===== src/rtl/multisim_apb_arbiter.sv =====
// -----------------------------------------------------------------------------
// multisim_apb_arbiter
//   Round-robin arbiter that lets NUM_REQ upstream APB managers share one
//   downstream APB manager port. A typical target is a single multisim APB push
//   client. Only one downstream transfer is in flight at a time. Its pready and
//   response are routed back to the granted requester only.
//
//   Optional feature: define MULTISIM_APB_ARB_LOCK_EN to add the i_lock port.
//   A requester that completes with its lock bit set is re-granted straight
//   away, as long as it still holds psel in the following IDLE cycle.
//
// Parameters
//   NUM_REQ  number of upstream requesters (>=1)
//   REQ_W    width of the opaque APB request payload (addr/wdata/write/...)
//   RESP_W   width of the opaque APB response payload (rdata/pslverr/...)
//
// Ports
//   clk, rst_n        clock, asynchronous active-low reset
//   i_apb_s_req       per-requester request payload
//   i_apb_s_psel      per-requester psel
//   i_apb_s_penable   per-requester penable (the phase is implied by psel)
//   o_apb_s_pready    per-requester pready; only the granted one can be set
//   o_apb_s_resp      per-requester response; '0 unless that pready is set
//   o_apb_m_req       downstream request payload ('0 in IDLE)
//   o_apb_m_psel      downstream psel
//   o_apb_m_penable   downstream penable
//   i_apb_m_pready    downstream pready; ignored outside ACCESS
//   i_apb_m_resp      downstream response payload
//   o_grant           one-hot current grant; 0 in IDLE
//   i_lock            (MULTISIM_APB_ARB_LOCK_EN only) per-requester lock
// -----------------------------------------------------------------------------

// Per-requester return path. The response is forwarded only on the completing
// cycle of this lane's own grant, and only if the lane still holds psel.
module multisim_apb_arbiter_lane #(
  parameter int RESP_W = 32
) (
  input  logic              done,
  input  logic              grant,
  input  logic              psel,
  input  logic [RESP_W-1:0] m_resp,
  output logic              pready,
  output logic [RESP_W-1:0] resp
);
  assign pready = done & grant & psel;
  assign resp   = pready ? m_resp : '0;
endmodule

module multisim_apb_arbiter #(
  parameter int NUM_REQ = 4,
  parameter int REQ_W   = 64,
  parameter int RESP_W  = 32
) (
  input  logic                           clk,
  input  logic                           rst_n,
  input  logic [NUM_REQ-1:0][REQ_W-1:0]  i_apb_s_req,
  input  logic [NUM_REQ-1:0]             i_apb_s_psel,
  input  logic [NUM_REQ-1:0]             i_apb_s_penable,
  output logic [NUM_REQ-1:0]             o_apb_s_pready,
  output logic [NUM_REQ-1:0][RESP_W-1:0] o_apb_s_resp,
  output logic [REQ_W-1:0]               o_apb_m_req,
  output logic                           o_apb_m_psel,
  output logic                           o_apb_m_penable,
  input  logic                           i_apb_m_pready,
  input  logic [RESP_W-1:0]              i_apb_m_resp,
  output logic [NUM_REQ-1:0]             o_grant
`ifdef MULTISIM_APB_ARB_LOCK_EN
  ,
  input  logic [NUM_REQ-1:0]             i_lock
`endif
);

  localparam int PTR_W = (NUM_REQ > 1) ? $clog2(NUM_REQ) : 1;

  typedef enum logic [1:0] {IDLE, SETUP, ACCESS} state_t;

  state_t             state_q, state_d;
  logic [PTR_W-1:0]   ptr_q, ptr_d;
  logic [PTR_W-1:0]   gidx_q, gidx_d;
  logic [NUM_REQ-1:0] grant_q, grant_d;
  logic               win_vld;
  logic [PTR_W-1:0]   win_idx;
  logic               done;
`ifdef MULTISIM_APB_ARB_LOCK_EN
  logic               lock_q, lock_d;
`endif

  // The arbiter sequences the transfer on psel alone. Upstream penable is only
  // sampled into a reduction so it is visibly consumed.
  logic penable_unused;
  assign penable_unused = ^i_apb_s_penable;

  // Round-robin scan starting at ptr. The loop runs from the far end, so the
  // index closest to ptr is the last one written and wins. This avoids a break.
  always_comb begin
    int s;
    s       = 0;
    win_vld = 1'b0;
    win_idx = ptr_q;
    for (int k = NUM_REQ - 1; k >= 0; k--) begin
      s = int'(ptr_q) + k;
      if (s >= NUM_REQ) s = s - NUM_REQ;
      if (i_apb_s_psel[s]) begin
        win_vld = 1'b1;
        win_idx = PTR_W'(s);
      end
    end
`ifdef MULTISIM_APB_ARB_LOCK_EN
    // A locked requester that is still asking takes the bus back.
    // gidx_q still holds its index, because gidx is never cleared.
    if (lock_q && i_apb_s_psel[gidx_q]) begin
      win_vld = 1'b1;
      win_idx = gidx_q;
    end
`endif
  end

  always_comb begin
    state_d         = state_q;
    ptr_d           = ptr_q;
    gidx_d          = gidx_q;
    grant_d         = grant_q;
    o_apb_m_psel    = 1'b0;
    o_apb_m_penable = 1'b0;
    done            = 1'b0;
`ifdef MULTISIM_APB_ARB_LOCK_EN
    lock_d          = lock_q;
`endif
    case (state_q)
      IDLE: begin
`ifdef MULTISIM_APB_ARB_LOCK_EN
        // A lock applies to the first IDLE cycle after completion only.
        lock_d = 1'b0;
`endif
        if (win_vld) begin
          gidx_d           = win_idx;
          grant_d          = '0;
          grant_d[win_idx] = 1'b1;
          state_d          = SETUP;
        end
      end
      SETUP: begin
        o_apb_m_psel = 1'b1;
        state_d      = ACCESS;
      end
      ACCESS: begin
        o_apb_m_psel    = 1'b1;
        o_apb_m_penable = 1'b1;
        if (i_apb_m_pready) begin
          done    = 1'b1;
          grant_d = '0;
          state_d = IDLE;
          // The pointer always moves past the finishing requester, even if its
          // psel dropped early. A lock re-grant does not move the pointer.
          // When the locked chain ends, the scan resumes just after g.
          ptr_d   = (gidx_q == PTR_W'(NUM_REQ - 1)) ? '0 : gidx_q + 1'b1;
`ifdef MULTISIM_APB_ARB_LOCK_EN
          lock_d  = i_lock[gidx_q];
`endif
        end
      end
      default: state_d = IDLE;
    endcase
  end

  always_ff @(posedge clk or negedge rst_n) begin
    if (!rst_n) begin
      state_q <= IDLE;
      ptr_q   <= '0;
      gidx_q  <= '0;
      grant_q <= '0;
`ifdef MULTISIM_APB_ARB_LOCK_EN
      lock_q  <= 1'b0;
`endif
    end else begin
      state_q <= state_d;
      ptr_q   <= ptr_d;
      gidx_q  <= gidx_d;
      grant_q <= grant_d;
`ifdef MULTISIM_APB_ARB_LOCK_EN
      lock_q  <= lock_d;
`endif
    end
  end

  assign o_grant     = grant_q;
  assign o_apb_m_req = (state_q != IDLE) ? i_apb_s_req[gidx_q] : '0;

  for (genvar i = 0; i < NUM_REQ; i++) begin : g_lane
    multisim_apb_arbiter_lane #(.RESP_W(RESP_W)) u_lane (
      .done   (done),
      .grant  (grant_q[i]),
      .psel   (i_apb_s_psel[i]),
      .m_resp (i_apb_m_resp),
      .pready (o_apb_s_pready[i]),
      .resp   (o_apb_s_resp[i])
    );
  end

endmodule

===== config.mk =====
export PLATFORM = sky130hd
export DESIGN_NAME = multisim_apb_arbiter
export DESIGN_NICKNAME = d
export VERILOG_FILES = /design/src/rtl/multisim_apb_arbiter.sv
export SDC_FILE = /design/constraint.sdc
export NUM_CORES = 1
export LEC_CHECK = 0
export CORE_AREA = 2 2 198 200
export DETAILED_ROUTE_END_ITERATION = 8
export DIE_AREA = 0 0 200 202
export GPL_TIMING_DRIVEN = 0
export SLEW_MARGIN = 20
export SYNTH_ARGS = -nofsm -noshare
export SYNTH_HDL_FRONTEND = slang
export SYNTH_SLANG_ARGS = --single-unit

===== constraint.sdc =====
create_clock -name clk -period 2.2 [get_ports clk]
set_input_delay 0.33 -clock clk [delete_from_list [all_inputs] [get_ports clk]]
set_output_delay 0.33 -clock clk [all_outputs]
set_load 0.01 [all_outputs]

== Word level (Yosys, flattened, before mapping) ==
Index checks and enable logic that the tools add are counted.
Word-level totals
  flip-flop bits (word level): 10
  input bits: 299
  output and inout bits: 202
  word-level logic and storage cells: 89
Cells by class
  $add $sub $neg: 8
  $lt $le $gt $ge: 11
  equal/unequal tests: 5
  mux-type cells: 44
  bitwise gates (word level): 8
  reductions and logical operators: 9
Operators with widths (count)
  32-bit 2-to-1 mux: 8
  64-bit binary-select mux with 2-bit select: 1
  32-bit by 4-bit < comparator with 1-bit output (second input constant): 4
  64-bit 2-to-1 mux: 2
  1-bit 2-to-1 mux: 17
  2-bit 2-to-1 mux: 7
  3-bit by 3-bit subtractor with 4-bit output (second input constant): 3
  3-bit >= comparator (second input constant): 3
  1-bit bitwise AND: 8
  1-bit binary-select mux with 2-bit select: 4
  4-bit 2-to-1 mux: 2
  4-bit case mux with 2 select lines: 1
  2-bit by 2-bit adder with 3-bit output (second input constant): 2
  2-bit by 3-bit < comparator with 1-bit output (second input constant): 2
  2-bit case mux with 3 select lines: 1
  2-bit AND reduction: 3
  2-bit == test (second input constant): 2
  2-bit inequality test (second input constant): 2
  2-bit nonzero test: 2
  2-bit by 3-bit subtractor with 4-bit output (second input constant): 1
  2-bit by 1-bit adder with 3-bit output (second input constant): 1
  2-bit by 3-bit >= comparator with 1-bit output (second input constant): 1
  3-bit AND reduction: 1
  2-bit by 1-bit adder with 2-bit output (second input constant): 1
  6 further kinds: 6

== Longest topological paths before layout ==
  depth after elaboration: 16
  gate-level depth with buffers: 6
  gate-level depth less buffers: 6

== By module ==
Synthesis repeated with hierarchy kept, for this count alone.
Second synthesis, totals
  cells, all modules: 373
  area, all modules: 3852.4 um^2
Modules (own cells, without submodules)
  multisim_apb_arbiter: times used 1, cells each 205, area each 2526.2 um^2, seq. area each 250.2 um^2
  multisim_apb_arbiter_lane: times used 4, cells each 42, area each 331.6 um^2, seq. area each 0.0 um^2

== Worst setup path before layout ==
No wires, ideal clock.
  path kind: register -> output
  start point: reg state_q[0]
  end point: out o_apb_s_resp[100] (netlist bit)
  data arrival time: 1637 ps
  data required time: 1870 ps
  setup slack: 233 ps
  stages on the path, launching flop included: 7
  buffers on the path: 1
  path through: dfrtp_1 -> inv_1 -> ha_1 -> and2_0 -> and3_1 -> clkbuf_1 -> and2_1
RTL lines
  start: declaration: RTL line 77  | state_t state_q, state_d;
  start signal: assignment: RTL line 176  | state_q <= state_d;
  end: declaration: RTL line 60  | output logic [NUM_REQ-1:0][RESP_W-1:0] o_apb_s_resp,

== Final worst setup path ==
  start point: reg gidx_q[0]
  end point: out o_apb_m_req[13]
On the way
  longest elaborated chain between the ends: 3
Ends and longest elaborated chain
  start: declaration: RTL line 79  | logic [PTR_W-1:0] gidx_q, gidx_d;
  start signal: assignment: RTL line 178  | gidx_q <= gidx_d;
  64-bit binary-select mux with 2-bit select: RTL line 187  | assign o_apb_m_req = (state_q != IDLE) ? i_apb_s_req[gidx_q] : '0;
  64-bit 2-to-1 mux (implied by the code): RTL line 187
  64-bit 2-to-1 mux: RTL line 187
  end: declaration: RTL line 61  | output logic [REQ_W-1:0] o_apb_m_req,
Every way passes these cells. The select of a mux whose other input is x is not followed.

==> results.md <==
- The worst pin sits at a relative slew slack of 43.6%.
- The maximum resistive drop on vdd is 0.526 mV.
- The die is 202 um tall.
- The multi-input gate area in the final layout is 3310 sq um.
- The congestion estimate from routability-driven global placement came to 0.875.
- Buffers inserted during clock tree synthesis total 3.
- The maximum buffer depth of the clock tree is 2.
- The maximum net fanout on the critical path is 10.
- Data on the critical path arrives at its endpoint at 2.03 ns.
- The cell total after placement is 1369.
- For this configuration, the core starts out at a cell density of 9.00%.
- The hold violation total from the final report was 0.
- The final instance area is 10400 sq um.
- For the worst setup path, the data required time is 1.87 ns.
- Entering global routing, the biggest net connects 11 pins.
- In this run the remaining antenna-violating nets after routing total 0.
- The worst clock skew is 0.00238 ns.
- The kind of capture point of the worst setup path is a primary output.
- The final route contains 5380 vias.
- In this run, synthesis produced a sequential element count of 10.
- The power density relative to cell area is 755 nW/um^2.
- The die covers 40400 sq um.
- The area taken by flip-flops and latches is 253 sq um.
- The row count is 72.
- TritonCTS built the clock tree.
- The standard cell area after detailed placement is 9060 sq um.
- Across every metal layer, demand over resource in global routing totals 14.3%.
- The total grt overflow is 0.
- Yosys printed 0 warnings.
- The source-to-sink clock delay at the later pin of the worst-skew pair is 0.24 ns.
- Setup violations remaining at the end of the flow were counted as 51.
- The wire length of the first global-routing pass is 40700 um.
- The number of DRC markers after the initial detailed-route iteration is 117.
- The worst setup margin is -0.163 ns.
- The completed layout was analyzed and its total power is 7.87 mW.
- Summed over all cells, the static leakage comes to 4.53 nW.
- The max-slew violation count is 0.
- The via count of the first global-routing pass came to 5909.
- The utilization after layout is 27.2%.
- The number of nets handed over by synthesis was 658.
- After detailed routing, the average wire length per cell comes to 20.8 um.
- After detailed routing, the number of remaining DRC violations is 0.
- The number of different library cells used by synthesis comes to 32.
- In this run the horizontal extent of the chip is 200 um.
- The number of optimization iterations in the first detailed-route pass is 4.
- After synthesis the cells add up to 3450 sq um.
- The upper clock frequency limit is 423 MHz.
- The cell at the root of the clock tree is sky130_fd_sc_hd__clkbuf_16.
- The instance count of the mapped netlist is 355.
- The post-cts hold buffer count is 0.
- Pin placement for this block handled 501 I/O pins.
- The via-per-instance ratio is 3.71.
- The total wire length after detailed routing is 30200 um.
- The fraction of the cycle the final worst path needs is 107%.
- The count of nets after finishing is 1233.
- The path category of the worst min-delay check is in2async.
- Port buffering added 496 buffers.
- The sequential share of the synthesized area is 7.26%.
- The count of max-cap constraint violations is 0.
- The placeable core region is 38300 sq um.
- The clock period minus final worst setup slack is 2.36 ns.
- The mean post-synth cell area is 9.71 sq um.
- Clock tree synthesis found a total of 10 sinks.
- Fill cells in the final layout number 4063.
- Setup repair after global routing could not meet its margin everywhere.
- The final reports fail on setup timing.
- The critical setup path kind is reg2out.
- The estimated wirelength of the detail-placed design is 24700 um.
- The post-route netlist has 48.7% of its cells at a drive strength greater than 1.
- Final hold analysis gives a worst-case slack of 0.418 ns.
- The launching element type of the critical path is a flip-flop.
- The pre-CTS setup slack is -1.13 ns.
- The maximum level of the CTS H-tree is 1.
- The initial antenna violation count was 2.
- After clock tree synthesis, the clock-pin slew on the worst setup and hold paths is 0.04 ns.
- Compared with the post-synthesis result, the final layout area differs by 202%.
- The slew at the pin closest to its max-slew limit is 0.846 ns.
- The run finished, with violations left.
- Adding up every negative setup slack in the final design gives -3.98 ns.
- The count of cells in the finished layout, fillers not included, comes to 1449.
==> cell families after synthesis <==
group / Yosys count / synth area share (%)
simple gates: 210 / 37.8
mux: 67 / 42.8
buf+inv: 46 / 6.64
compound gates: 18 / 4.07
flops: 10 / 7.26
fa+ha+maj: 4 / 1.45
==> where the power goes <==
group | total [mW] | leakage [nW] | switching (mW) | internal, mW
sequential | 0.373 | 0.124 | 0.107 | 0.266
combinational | 7.13 | 4.36 | 3.04 | 4.09
clock | 0.366 | 0.0442 | 0.0924 | 0.274
total | 7.87 | 4.53 | 3.24 | 4.63
==> worst paths after layout <==
path / startpoint / to / slack, ns / cells after the start
worst max-delay path: gidx_q[0] / o_apb_m_req[13] / -0.16 / 4
worst min-delay path: rst_n / o_grant[0] / 0.42 / 1
worst max register to register: ptr_q[0] / o_grant[3] / 0.44 / 4
worst min register to register: o_grant[3] / o_grant[3] / 0.54 / 1
max in group asynchronous: rst_n / gidx_q[0] / 1.43 / 1
min in group clk: o_grant[3] / o_grant[3] / 0.54 / 1
==> what timing repair did <==
| action | CTS | global route |
|---|---|---|
| endpoints found under the setup margin | 196 | 176 |
| gates cloned | 11 | 0 |
| setup buffers | 72 | 18 |
| resized for setup | 883 | 186 |
| pin swaps | 19 | 2 |
==> Yosys cell counts (all sizes together) <==
cell type,instances,share of area [%]
and2,129,23
o21a,2,0.44
buf,22,4.0
a32o,2,0.58
nor2,3,0.33
clkbuf,19,2.1
nand2,4,0.44
a222oi,1,0.29
and3,4,0.73
o22ai,3,0.54
o41ai,2,0.73
nor2b,66,12
o311ai,1,0.25
inv,5,0.54
a21oi,1,0.15
mux2,3,0.98
nor4,1,0.18
mux4,64,42
dfrtp,10,7.3
ha,4,1.5
o21ai,4,0.58
or3b,1,0.25
a211o,1,0.25
or2b,2,0.47
o22a,1,0.25
==> layer usage <==
layer  part of all wire, %  GRT usage [%]  vias up
li1                      -              -     2423
met1                    33           13.4     2573
met2                    56           29.7      351
met3                   8.1           3.30       31
met4                   2.7           4.34        2
met5                 0.043              0        -
==> sequential cells by signal (all words and copies together) (netlist names) <==
| name | flops |
|---|---|
| o_grant | 4 |
| gidx_q | 2 |
| ptr_q | 2 |
| state_q | 2 |
==> layout by cell type, fill, tap and decap left out, types with 3 or more instances in the layout <==
master,instances
sky130_fd_sc_hd__mux4_2,64
sky130_fd_sc_hd__o21ai_0,3
sky130_fd_sc_hd__clkbuf_16,7
sky130_fd_sc_hd__nor2b_1,49
sky130_fd_sc_hd__dfrtp_1,8
sky130_fd_sc_hd__dlymetal6s2s_1,7
sky130_fd_sc_hd__and2_1,57
sky130_fd_sc_hd__clkdlybuf4s50_1,309
sky130_fd_sc_hd__clkbuf_8,3
sky130_fd_sc_hd__o22ai_1,3
sky130_fd_sc_hd__nor2b_4,17
sky130_fd_sc_hd__and2_4,72
sky130_fd_sc_hd__buf_2,59
sky130_fd_sc_hd__clkbuf_2,19
sky130_fd_sc_hd__clkbuf_4,5
sky130_fd_sc_hd__buf_8,13
sky130_fd_sc_hd__nor2_1,3
sky130_fd_sc_hd__nand2_1,4
sky130_fd_sc_hd__buf_12,16
sky130_fd_sc_hd__buf_6,127
sky130_fd_sc_hd__and3_4,4
sky130_fd_sc_hd__dlygate4sd2_1,12
sky130_fd_sc_hd__buf_4,36
sky130_fd_sc_hd__inv_1,4
==> cell type report <==
cell class / count / share of cell area [%]
Antenna cell: 2 / 0.0480
Buffer: 36 / 4.18
Clock buffer: 4 / 0.853
Inverter: 5 / 0.180
Multi-Input combinational cell: 299 / 31.8
Sequential cell: 10 / 2.43
Tap cell: 518 / 6.22
Timing Repair Buffer: 575 / 54.3
==> worst max-delay path, cell delays in order, from the launching register on <==
cell                              delay, ns
sky130_fd_sc_hd__dfrtp_2               0.45
sky130_fd_sc_hd__buf_8                 0.19
sky130_fd_sc_hd__mux4_2                0.51
sky130_fd_sc_hd__nor2b_1               0.15
sky130_fd_sc_hd__clkdlybuf4s50_1       0.49
Note: power is estimated with default switching activity, not from simulation.
